===== src/rtl/change_dispenser.sv =====
// Coin-tube payout sequencer: greedy largest-first selection, timed solenoid pulses.
// Optional per-tube coin counters are built when COIN_COUNT_EN is defined.
module change_dispenser #(
  parameter int D0           = 50,
  parameter int D1           = 25,
  parameter int D2           = 10,
  parameter int D3           = 5,
  parameter int PULSE_CYCLES = 250000,
  parameter int GAP_CYCLES   = 250000
) (
  input  logic        clk_i,
  input  logic        rst_i,
  input  logic        req_i,
  input  logic [7:0]  amount_i,
  input  logic [3:0]  empty_i,
`ifdef COIN_COUNT_EN
  input  logic        clr_cnt_i,
  output logic [31:0] count_o,
`endif
  output logic        busy_o,
  output logic [3:0]  coin_o,
  output logic        done_o,
  output logic        err_o,
  output logic [7:0]  rem_o
);

  localparam int MAX_CYC = (PULSE_CYCLES > GAP_CYCLES) ? PULSE_CYCLES : GAP_CYCLES;
  localparam int TW      = $clog2(MAX_CYC + 1);
  localparam logic [TW-1:0] PULSE_LOAD = TW'(PULSE_CYCLES - 1);
  localparam logic [TW-1:0] GAP_LOAD   = TW'(GAP_CYCLES - 1);

  typedef enum logic [2:0] {IDLE, SELECT, PULSE, GAP, DONE} state_t;

  state_t          state;
  logic [7:0]      remaining;
  logic [TW-1:0]   timer;
  logic            sel_found;
  logic [1:0]      sel_idx;
  logic [7:0]      sel_val;

  function automatic logic [7:0] denom(input int k);
    case (k)
      0:       return 8'(D0);
      1:       return 8'(D1);
      2:       return 8'(D2);
      default: return 8'(D3);
    endcase
  endfunction

  // Scan smallest to largest so the largest eligible denomination wins.
  // NOTE: every always_comb output gets a default first, otherwise a latch is inferred.
  always_comb begin
    sel_found = 1'b0;
    sel_idx   = 2'd0;
    sel_val   = 8'd0;
    for (int k = 3; k >= 0; k--) begin
      if (!empty_i[k] && denom(k) <= remaining) begin
        sel_found = 1'b1;
        sel_idx   = 2'(k);
        sel_val   = denom(k);
      end
    end
  end

  // NOTE: sequential state uses non-blocking assignments so all registers update together.
  always_ff @(posedge clk_i) begin
    if (rst_i) begin
      state     <= IDLE;
      remaining <= 8'd0;
      timer     <= '0;
      busy_o    <= 1'b0;
      coin_o    <= 4'b0000;
      done_o    <= 1'b0;
      err_o     <= 1'b0;
      rem_o     <= 8'd0;
    end else begin
      case (state)
        IDLE: begin
          if (req_i) begin
            remaining <= amount_i;
            err_o     <= 1'b0;
            rem_o     <= 8'd0;
            busy_o    <= 1'b1;
            state     <= SELECT;
          end
        end
        SELECT: begin
          if (sel_found) begin
            remaining <= remaining - sel_val;
            coin_o    <= 4'b0001 << sel_idx;
            timer     <= PULSE_LOAD;
            state     <= PULSE;
          end else begin
            done_o <= 1'b1;
            rem_o  <= remaining;
            err_o  <= |remaining;
            state  <= DONE;
          end
        end
        PULSE: begin
          if (timer == '0) begin
            coin_o <= 4'b0000;
            timer  <= GAP_LOAD;
            state  <= GAP;
          end else begin
            timer <= timer - TW'(1);
          end
        end
        GAP: begin
          if (timer == '0) state <= SELECT;
          else             timer <= timer - TW'(1);
        end
        DONE: begin
          done_o <= 1'b0;
          busy_o <= 1'b0;
          state  <= IDLE;
        end
        default: state <= IDLE;
      endcase
    end
  end

`ifdef COIN_COUNT_EN
  logic [7:0] cnt [4];

  // Saturating per-tube tallies, bumped on the SELECT->PULSE transition.
  always_ff @(posedge clk_i) begin
    if (rst_i || clr_cnt_i) begin
      for (int k = 0; k < 4; k++) cnt[k] <= 8'd0;
    end else if (state == SELECT && sel_found && cnt[sel_idx] != 8'hFF) begin
      cnt[sel_idx] <= cnt[sel_idx] + 8'd1;
    end
  end

  assign count_o = {cnt[3], cnt[2], cnt[1], cnt[0]};
`endif

endmodule


===== config.mk =====
export PLATFORM = sky130hd
export DESIGN_NAME = change_dispenser
export DESIGN_NICKNAME = d
export VERILOG_FILES = /design/src/rtl/change_dispenser.sv
export SDC_FILE = /design/constraint.sdc
export NUM_CORES = 1
export LEC_CHECK = 0
export ABC_CLOCK_PERIOD_IN_PS = 5700
export CAP_MARGIN = 10
export CORE_UTILIZATION = 59
export DETAILED_ROUTE_END_ITERATION = 8
export MAX_ROUTING_LAYER = met4
export PLACE_DENSITY_LB_ADDON = 0.2
export SYNTH_ARGS = -nofsm -noshare
export SYNTH_HDL_FRONTEND = slang
export SYNTH_SLANG_ARGS = --single-unit

===== constraint.sdc =====
create_clock -name clk_i -period 5.7 [get_ports clk_i]
set_clock_uncertainty 0.2 [all_clocks]
set_input_delay 1.71 -clock clk_i [delete_from_list [all_inputs] [get_ports clk_i]]
set_output_delay 1.71 -clock clk_i [all_outputs]
set_load 0.005 [all_outputs]

Word level (Yosys, flattened, before mapping) --
Index checks and enable logic that the tools add are counted.
Word-level totals: bits in registers 44, input port bits 15, output and inout port bits 15, logic and storage cells 85
Cells by class: $add $sub $neg 2, order comparisons 4, equal/unequal tests 10, shift-type cells 1, mux-type cells 37, reduce and logical (&&, ||, !) cells 23
Operators by type and width (count):
- $mux 8 | 7
- $mux 18 | 3
- $pmux 18 s3 | 1
- $pmux 8 s2 | 2
- $logic_not 18->1 | 1
- $sub 18x1->18 const B | 1
- $mux 3 | 5
- $reduce_and 3->1 | 5
- $ne 2x2->1 const B | 6
- $pmux 3 s4 | 1
- $le 3x8->1 const A | 1
- $le 4x8->1 const A | 1
- $le 5x8->1 const A | 1
- $le 6x8->1 const A | 1
- $mux 1 | 8
- $mux 2 | 4
- $mux 4 | 2
- $pmux 4 s2 | 1
- $reduce_bool 2->1 | 4
- $reduce_or 8->1 | 1
- $sub 8x8->8 | 1
- $eq 3x2->1 const B | 2
- $pmux 1 s2 | 3
- $logic_and 1x1->1 | 4
- 7 further kinds | 11

Depth between registers and ports, before layout --
Gate-level depths: netlist of the first run.
depth after elaboration 9, mapped depth 15, mapped depth without buffers 14

Worst setup path before layout of the first run --
Ideal clock, no wire load.
path type input-to-reg, start point in empty_i[2], end point reg remaining[5], library setup time 0.134 ns, arrival time 3.702 ns, data required time 5.366 ns, slack 1.664 ns, stages on the path 12, path buffers 0, cell sequence a21oi_1 inv_1 o21ai_0 inv_1 ha_1 nor2b_1 o21ai_0 a21boi_0 o21a_1 o31a_1 a22oi_1 a211oi_1
On the way: word-level cells in the longest chain between the ends 8, elaborated cells between the ends (all ways) 13, those cells by class add/sub (1); eq/ne (1); mux (8); reduce/logical (3)
RTL lines:
- start, declared | line 15 | input logic [3:0] empty_i,
- $logic_not 1->1 * | line 57 | if (!empty_i[k] && denom(k) <= remaining) begin
- $logic_and 1x1->1 * | line 57
- $mux 8 (3 in a row) | line 57
- $sub 8x8->8 | line 89 | remaining <= remaining - sel_val;
- $mux 8 | line 88 | if (sel_found) begin
- $pmux 8 s2 | line 77 | case (state)
- end signal, assigned | line 80 | remaining <= amount_i;
- end signal, assigned | line 89
- end, declared | line 35 | logic [7:0] remaining;
Mark *: on every way between the ends. The rest lies on a longest branch, timed or not. The select of a mux whose other input is x is not followed. A chain may end at the register's enable or synchronous reset.

Worst setup path in the final report of the first run --
start point in empty_i[1], end point reg remaining[5]
On the way: word-level cells in the longest chain between the ends 7, elaborated cells between the ends (all ways) 11, those cells by class add/sub (1); eq/ne (1); mux (6); reduce/logical (3)
RTL lines (line):
- $logic_not 1->1 * | 57
- $logic_and 1x1->1 * | 57
- $mux 8 (2 in a row) | 57
- $sub 8x8->8 | 89
- $mux 8 | 88
- $pmux 8 s2 | 77
Marked as above.

==> out/metrics.yaml, run 1 <==
holdWs_ns: 0.254
num_vias: 2229
seqCellArea_um2: 881
netlist_area_mm2: 0.00243
drt-initial-drc-count: 205
synth_cell_types: 47
synth-main-ff-cell: "dfxtp_1"
routed_wl_mm: 5.42
fin_util_pct: 74.0
synth_edf_count: 0
worst_pin_slew_ns: 0.954
grt_remaining_overflow: 0
grt_pass1_vias: 2003
drive_gt1_share_pct: 6.04
n_antenna_cell: 0
ctsResizeCount: 0
rsz0062_at_grt: "false"
yosys_warnings: 0
async_flop_share_pct: 0
cts_buffer_depth: 2
post-route-min-period_ns: 4.46
area_growth_pct: 15.8
critPathMaxFanout: 4
clk_pin_slew_worst_paths_ns: 0.08
fin_crit_sh_pct: 78.2
avgSynthCellArea_um2: 7.91
final.setup.tns_ns: 0
nNetsFinal: 354
ys_seq_elements: 44
r2r-end: "remaining[5]"
criticalPathCategory: "in -> reg"
vias_per_cell: 5.88
final_common_cell: "dfxtp_1"
pin_count: 30
clock_latency_ns: 0.30
reg2reg_depth: 13
cts_buffers: 5
slew_violations: 0
finalPower_w: 0.00126
drt_first_pass_iters: 5
hold_end: "rem_o[5]"
fp.dieW_um: 66.1
most-common-layout-cells: "dfxtp_1, nor2_1, nand2_1"
route.detailed.drc: 0
outcome: "finished, final reports clean"
start_util_pct: 63.9
vdd_drop_max_uv: 223
cp-end-kind: "flop"
r2r_slack_ns: 2.37
grt_pass1_wl_mm: 9.28
syn-instance-count: 307
fillCellCount: 315
cts-root-buf: "clkbuf_8"
worstPathRequired_ns: 5.64
cts_tree: "yes"
setup_viol: 0
grt_start_max_net_pins: 25
syn-num-nets: 330
cp.arrival_ns: 4.40
clock-sinks: 44
crit_start: "empty_i[1]"
avgRoutedWirePerCell_um: 14.3
worst_setup_path_start_kind: "input pin"
max_slew_margin_pct: 36.2
htree_levels: 2
post_cts_buffers: 0
max_freq_mhz: 224
powerDensity_mw_per_mm2: 450
gp_congestion: 0.957
dieArea_mm2: 0.00437
r2r-start: "remaining[6]"
multi_input_area_mm2: 0.00142
antenna_found_initial: 0
hpwlAfterDp_mm: 3.84
fp.coreArea_mm2: 0.00380
finalHoldViolations: 0
max-cap-violations: 0
seq_area_frac_synth_pct: 36.3
p_leak_nw: 1.02
die_h_um: 66.1
port_buffers: 29
whs_path_depth: 2
grt_usage_pct: 28.5
worst_hold_path_type: "reg -> reg"
ctsHoldBuffers: 0
ant_nets: 0
num_rows: 22
timing.hold.worst.start: "rem_o[5]"
-- state kept, by name, indices dropped and copies added, names as in the netlist --
signal / count
rem_o: 8
coin_o: 4
remaining: 8
timer: 18
done_o: 1
err_o: 1
state: 3
busy_o: 1
-- kinds of logic (layout without fill, tap and decap cells) --
group,Yosys count,in the layout,synth area share [%]
compound gates,77,77,20.9
xor+xnor,11,11,3.97
fa+ha+maj,8,8,4.43
buf+inv,29,53,5.05
flops,44,44,36.3
mux,3,3,1.24
simple gates,135,135,28.1
-- through the flow --
step	instances	instance area (um2)	setup slack, ns
after global placement	372	2730	1.07
after CTS	379	2810	1.23
final	379	2810	1.24
after detailed placement	372	2730	0.933
after floorplan	307	2430	1.66
after global routing	379	2810	0.958
-- power breakdown --
part | switching (W) | internal (W) | total (W)
clock | 0.000106 | 0.0000830 | 0.000189
combinational | 0.000366 | 0.000266 | 0.000632
sequential | 0.0000739 | 0.000369 | 0.000443
total | 0.000546 | 0.000719 | 0.00126
-- critical path: stages --
cell and delay, ns:
clkdlybuf4s50_1 0.52, nand3b_1 0.17, o22ai_1 0.13, o21ai_0 0.35, inv_1 0.10, ha_1 0.27, nor2b_1 0.13, o21ai_0 0.16
a21boi_0 0.16, o21a_1 0.21, o31a_1 0.24, a22oi_1 0.15, a211oi_1 0.10
-- layout make-up --
type | instances | share of cell area, %
clock buffer | 5 | 2.45
clock inverter | 2 | 0.445
inverter | 14 | 1.87
multi-input combinational | 234 | 50.6
sequential | 44 | 31.3
tap | 48 | 2.14
timing repair buffer | 32 | 11.1
-- synthesized netlist by cell type (2+ instances only) --
cell type	count	area, um2
or3_1	2	12.5
a21boi_0	3	22.5
nor3b_1	2	15.0
mux2i_1	3	30.0
nand3b_1	2	15.0
o21a_1	3	22.5
o31a_1	3	26.3
a21oi_1	25	125
a311oi_1	8	70.1
nor2b_1	6	37.5
nor2_1	42	158
nor4_2	4	50.1
a211oi_1	5	37.5
nor4_1	3	18.8
a31oi_1	3	18.8
a21o_1	2	15.0
o22ai_1	2	12.5
o21ai_0	14	70.1
or2_1	4	25.0
clkbuf_1	8	30.0
nand3_1	14	70.1
nand2b_1	5	31.3
ha_1	7	87.6
xor2_1	10	87.6
o32ai_1	4	35.0
dfxtp_1	44	881
nand2_1	31	116
buf_2	5	25.0
inv_1	14	52.6
nor3_1	12	60.1
-- per-layer routing --
metal | track usage [%] | share of wire, % | vias up
met3 | 4.66 | 5.4 | 11
met5 | - | 0 | -
li1 | - | - | 1135
met2 | 38.8 | 43 | 64
met4 | 12.0 | 1.8 | 0
met1 | 41.3 | 49 | 1019
-- worst max path at each step --
stage                         to  slack (ns)
floorplan           remaining[5]        1.66
global placement    remaining[5]        1.07
detailed placement  remaining[5]        0.93
CTS                 remaining[5]        1.23
global route        remaining[5]        0.96
finish              remaining[5]        1.24
No activity file was read; power rests on OpenSTA's default activity.
==> run 2, diff against run 1 <==
- ABC_CLOCK_PERIOD_IN_PS: 5700 -> 4300
- CORE_UTILIZATION: 59 -> 55
- clock period: 5.7 -> 4.3 ns (I/O delays scaled with it)
==> out/metrics.yaml, run 2 (synthesized netlist as in run 1, its figures left out) <==
outcome: "finished, final reports clean"
pin_count: 30  # unchanged
top_regs: "timer x18, rem_o x8, remaining x8"
drive_gt1_share_pct: 6.89  # +0.84 points
place_area_mm2: 0.00276  # +0.92%
n_antenna_cell: 0  # unchanged
largest-register: "timer"
routed_wl_mm: 5.39  # -0.48%
finalHoldViolations: 0  # unchanged
whs_path_depth: 2  # unchanged
slew_violations: 0  # unchanged
finalInstanceArea_mm2: 0.00288  # +2.6%
clock-sinks: 44  # unchanged
post_cts_buffers: 0  # unchanged
busiest_layer: "met2"
r2r_slack_ns: 1.09  # -1.28 ns
nNetsFinal: 357  # +0.85%
worst_pin_slew_ns: 0.798  # -0.156 ns
die_h_um: 68.4  # +3.5%
setup_viol: 0  # unchanged
drt-initial-drc-count: 182  # -11%
ctsHoldBuffers: 0  # unchanged
critPathMaxFanout: 4  # unchanged
cts_tree: "yes"
max-cap-violations: 0  # unchanged
route.detailed.drc: 0  # unchanged
cp.arrival_ns: 3.98  # -0.42 ns
most-common-layout-cells: "dfxtp_1, nor2_1, nand2_1"
final_cells: 384  # +1.3%
num_vias: 2213  # -0.72%
dp.cells: 377  # +1.3%
grt_pass1_wl_mm: 8.67  # -6.6%
cp-end-kind: "flop"
powerDensity_mw_per_mm2: 625  # +39%
grt_remaining_overflow: 0  # unchanged
avgRoutedWirePerCell_um: 14.0  # -1.8%
fp.dieW_um: 68.4  # +3.5%
grt_usage_pct: 25.7  # -2.8 points
cts_buffers: 5  # unchanged
seqCellArea_um2: 881  # unchanged
start_util_pct: 59.0  # -4.9 points
fp.coreArea_mm2: 0.00412  # +8.3%
area_growth_pct: 18.8
fin_crit_sh_pct: 92.3
cts-root-buf: "clkbuf_8"
ctsResizeCount: 0  # unchanged
final.setup.tns_ns: 0  # unchanged
r2r-start: "remaining[1]"
r2r-end: "remaining[6]"
largest_reg_flops: 18  # unchanged
vias_per_cell: 5.76  # -2.0%
cts_buffer_depth: 2  # unchanged
max_freq_mhz: 252
final_common_cell: "dfxtp_1"
grt_start_max_net_pins: 39  # +56%
timing.hold.worst.start: "rem_o[3]"
grt_pass1_vias: 1914  # -4.4%
num_rows: 23  # +4.5%
gr-usage-met1_pct: 35.1  # -6.2 points
htree_levels: 2  # unchanged
rsz0062_at_grt: "false"
multi_input_area_mm2: 0.00142  # unchanged
worstPathRequired_ns: 4.31  # -1.33 ns
max_slew_margin_pct: 46.6  # +10 points
fin_util_pct: 70.1  # -3.9 points
hpwlAfterDp_mm: 3.82  # -0.66%
clk_pin_slew_worst_paths_ns: 0.08  # about the same
worst_setup_path_start_kind: "input pin"
fillCellCount: 341  # +8.3%
p_leak_nw: 1.06  # +3.9%
post-route-min-period_ns: 3.97
vdd_drop_max_uv: 289  # +30%
criticalPathCategory: "in -> reg"
reg2reg_depth: 14  # +1
antenna_found_initial: 0  # unchanged
worst_hold_path_type: "reg -> reg"
drt_first_pass_iters: 4  # -1
use_met3_pct: 5.00  # +0.34 points
gp_congestion: 0.885  # -7.6%
ant_nets: 0  # unchanged
grtUsageMet2_pct: 36.2  # -2.6 points
dieArea_mm2: 0.00468  # +7.0%
clock_latency_ns: 0.30  # about the same
holdWs_ns: 0.254  # -0.0000490 ns
port_buffers: 29  # unchanged
hold_end: "rem_o[3]"
[run 2: cell count changes in the layout (fill, tap and decap cells not counted)]
cell,change
bufinv_16,+2
buf_4,+3
clkinvlp_4,-1
clkinv_2,-1
[run 2: final cells by class]
| class | instances | area share [%] |
|---|---|---|
| Multi-Input combinational cell | 234 | 49.4 |
| Sequential cell | 44 | 30.5 |
| Timing Repair Buffer | 35 | 11.6 |
| Tap cell | 50 | 2.17 |
| Clock inverter | 2 | 2.08 |
| Inverter | 14 | 1.82 |
| Clock buffer | 5 | 2.39 |
[run 2: metrics by stage]
step / setup WS (ns) / total power (W)
floorplan: 0.684 / 0.00123
global placement: 0.118 / 0.00141
detailed placement: 0.0586 / 0.00143
CTS: 0.355 / 0.00181
global route: 0.136 / 0.00194
finish: 0.329 / 0.00180
[run 2: power by group]
| group | total (W) | leakage (nW) | internal (W) | switching (W) |
|---|---|---|---|---|
| Combinational | 0.000843 | 0.632 | 0.000366 | 0.000478 |
| Clock | 0.000370 | 0.0642 | 0.000229 | 0.000142 |
| Sequential | 0.000588 | 0.360 | 0.000490 | 0.0000986 |
| Total | 0.00180 | 1.06 | 0.00108 | 0.000718 |
[run 2: routing by layer]
metal  wire [um]  part of all wire [%]  vias up
li1            -                     -     1139
met1        2750                    51     1020
met2        2320                    43       46
met3         236                   4.4        8
met4          85                   1.6        0
met5           0                     0        -
[run 2: worst max-delay path by stage]
stage	from	to	slack [ns]	cells past startpoint
floorplan	empty_i[2]	remaining[5]	0.68	12
global placement	empty_i[2]	remaining[5]	0.12	13
detailed placement	empty_i[1]	remaining[6]	0.06	13
CTS	empty_i[1]	remaining[6]	0.36	13
global route	empty_i[1]	remaining[6]	0.14	13
finish	empty_i[1]	remaining[6]	0.33	13
[run 2: critical path: stages]
cell             delay [ns]
clkdlybuf4s50_1        0.53
nand3b_1               0.19
o32ai_1                0.13
nor2_1                 0.29
nand3_1                0.13
ha_1                   0.32
nor2b_1                0.15
o21ai_0                0.16
nand2b_1               0.10
a21o_1                 0.18
a21o_1                 0.18
o31a_1                 0.24
o32ai_1                0.10
==> run 3, diff against run 2 <==
- ABC_CLOCK_PERIOD_IN_PS: 4300 -> 3900
- CORE_UTILIZATION: 55 -> 30
- clock period: 4.3 -> 3.9 ns (I/O delays scaled with it)
==> out/metrics.yaml, run 3 (synthesized netlist as in run 1, its figures left out) <==
outcome: "finished, final reports clean"
pre_cts_ws_ns: -0.0260  # -0.0846 ns
area_growth_pct: 23.2
gr-usage-met1_pct: 22.5  # -13 points
rsz0062_at_grt: "false"
cts_tree: "yes"
powerDensity_mw_per_mm2: 645  # +3.2%
num_vias: 2208  # -0.23%
drt-initial-drc-count: 147  # -19%
top_regs: "timer x18, rem_o x8, remaining x8"
critPathMaxFanout: 3  # -1
cts_buffers: 5  # unchanged
num_rows: 32  # +39%
cp-end-kind: "flop"
worst_setup_path_start_kind: "input pin"
pin_count: 30  # unchanged
slew_violations: 0  # unchanged
most-common-layout-cells: "dfxtp_1, nor2_1, nand2_1"
grt_pass1_vias: 2058  # +7.5%
crit_start: "empty_i[2]"
avgRoutedWirePerCell_um: 13.1  # -6.7%
n_antenna_cell: 0  # unchanged
finalInstanceArea_mm2: 0.00299  # +3.7%
busiest_layer: "met1"
port_buffers: 29  # unchanged
final.setup.tns_ns: 0  # unchanged
clk_pin_slew_worst_paths_ns: 0.09  # about the same
criticalPathCategory: "in -> reg"
hpwlAfterDp_mm: 4.33  # +13%
r2r_slack_ns: 0.85  # -0.24 ns
drive_gt1_share_pct: 10.1  # +3.2 points
place_area_mm2: 0.00290  # +5.4%
setup_viol: 0  # unchanged
vias_per_cell: 4.93  # -14%
final_common_cell: "dfxtp_1"
start_util_pct: 31.2  # -28 points
htree_levels: 2  # unchanged
drt_first_pass_iters: 4  # unchanged
whs_path_depth: 2  # unchanged
worst_hold_path_type: "reg -> reg"
largest-register: "timer"
fin_crit_sh_pct: 92.7
max_slew_margin_pct: 35.4  # -11 points
finalHoldViolations: 0  # unchanged
post-route-min-period_ns: 3.61
grt_remaining_overflow: 0  # unchanged
fp.dieW_um: 92.0  # +34%
timing.hold.worst.start: "rem_o[4]"
clock_latency_ns: 0.30  # about the same
cts_buffer_depth: 2  # unchanged
grt_usage_pct: 15.3  # -10 points
die_h_um: 92.0  # +34%
route.detailed.drc: 0  # unchanged
antenna_found_initial: 0  # unchanged
largest_reg_flops: 18  # unchanged
cp.arrival_ns: 3.63  # -0.35 ns
post_cts_buffers: 0  # unchanged
grt_start_max_net_pins: 39  # unchanged
reg2reg_depth: 14  # unchanged
fin_util_pct: 38.5  # -32 points
r2r-start: "remaining[4]"
fillCellCount: 814  # +140%
max-cap-violations: 0  # unchanged
max_freq_mhz: 277
grtUsageMet2_pct: 21.2  # -15 points
gp_congestion: 0.892  # +0.87%
worst_pin_slew_ns: 0.966  # +0.167 ns
nNetsFinal: 368  # +3.1%
fp.coreArea_mm2: 0.00777  # +89%
p_leak_nw: 1.09  # +3.6%
clock-sinks: 44  # unchanged
grt_pass1_wl_mm: 10.1  # +17%
ant_nets: 0  # unchanged
use_met3_pct: 3.07  # -1.9 points
timing.final.ws_setup_ns: 0.285  # -0.0438 ns
dieArea_mm2: 0.00845  # +81%
vdd_drop_max_uv: 256  # -12%
worstPathRequired_ns: 3.92  # -0.39 ns
cts-root-buf: "clkbuf_8"
routed_wl_mm: 5.87  # +8.8%
==> run 3: changes by cell type in the layout (fill, tap and decap cells not counted) <==
cell	change
buf_4	+11
bufinv_16	-2
clkinv_2	+2
clkinv_4	+1
o21ai_0	-1
o21ai_1	+1
==> run 3: layout make-up <==
class                   count  area, um2  share of cell area [%]
inverters                  14       52.6                    1.76
clock buffers               5       68.8                    2.30
clock inverters             3       18.8                   0.628
well taps                 102        128                    4.27
multi-input cells         234       1420                    47.6
flip-flops and latches     44        881                    29.5
repair buffers             46        418                    14.0
==> run 3: critical path, stage by stage <==
cell             delay [ns]
clkdlybuf4s50_1        0.42
a21oi_1                0.19
inv_1                  0.11
nand2_1                0.11
a21boi_0               0.10
ha_1                   0.22
fa_1                   0.38
nor2b_1                0.16
o21ai_0                0.09
nand2b_1               0.11
a21o_1                 0.12
a21o_1                 0.12
a21boi_0               0.08
o32ai_1                0.25
==> run 3: stage by stage <==
step,hold slack (ns),power [W],instances
after global placement,0.242,0.00164,440
after CTS,0.257,0.00194,448
after detailed placement,0.246,0.00164,440
after global routing,0.279,0.00212,448
final,0.251,0.00193,448
after floorplan,0.240,0.00136,307
==> run 3: worst paths after layout <==
check,endpoint
hold reg to reg,rem_o[4]
hold / removal,rem_o[4]
setup reg to reg,remaining[6]
setup / recovery,remaining[6]
==> run 3: where the power goes <==
group / leakage (nW) / total, W / switching, W / internal, W
Clock: 0.0479 / 0.000292 / 0.000167 / 0.000125
Combinational: 0.686 / 0.000983 / 0.000541 / 0.000442
Sequential: 0.360 / 0.000653 / 0.000114 / 0.000540
==> run 3: routing by layer <==
layer  wire (um)  vias to the layer above  share of wire (%)
li1            -                     1168                  -
met1        3080                      981                 53
met2        2410                       52                 41
met3         318                        7                5.4
met4          59                        0                1.0
met5           0                        -                  0
==> run 3: repair_timing <==
action / 4_1_cts / 5_1_grt
resized for setup: 0 / 1
setup endpoints to repair: 0 / 3
hold buffers: 0 / 0
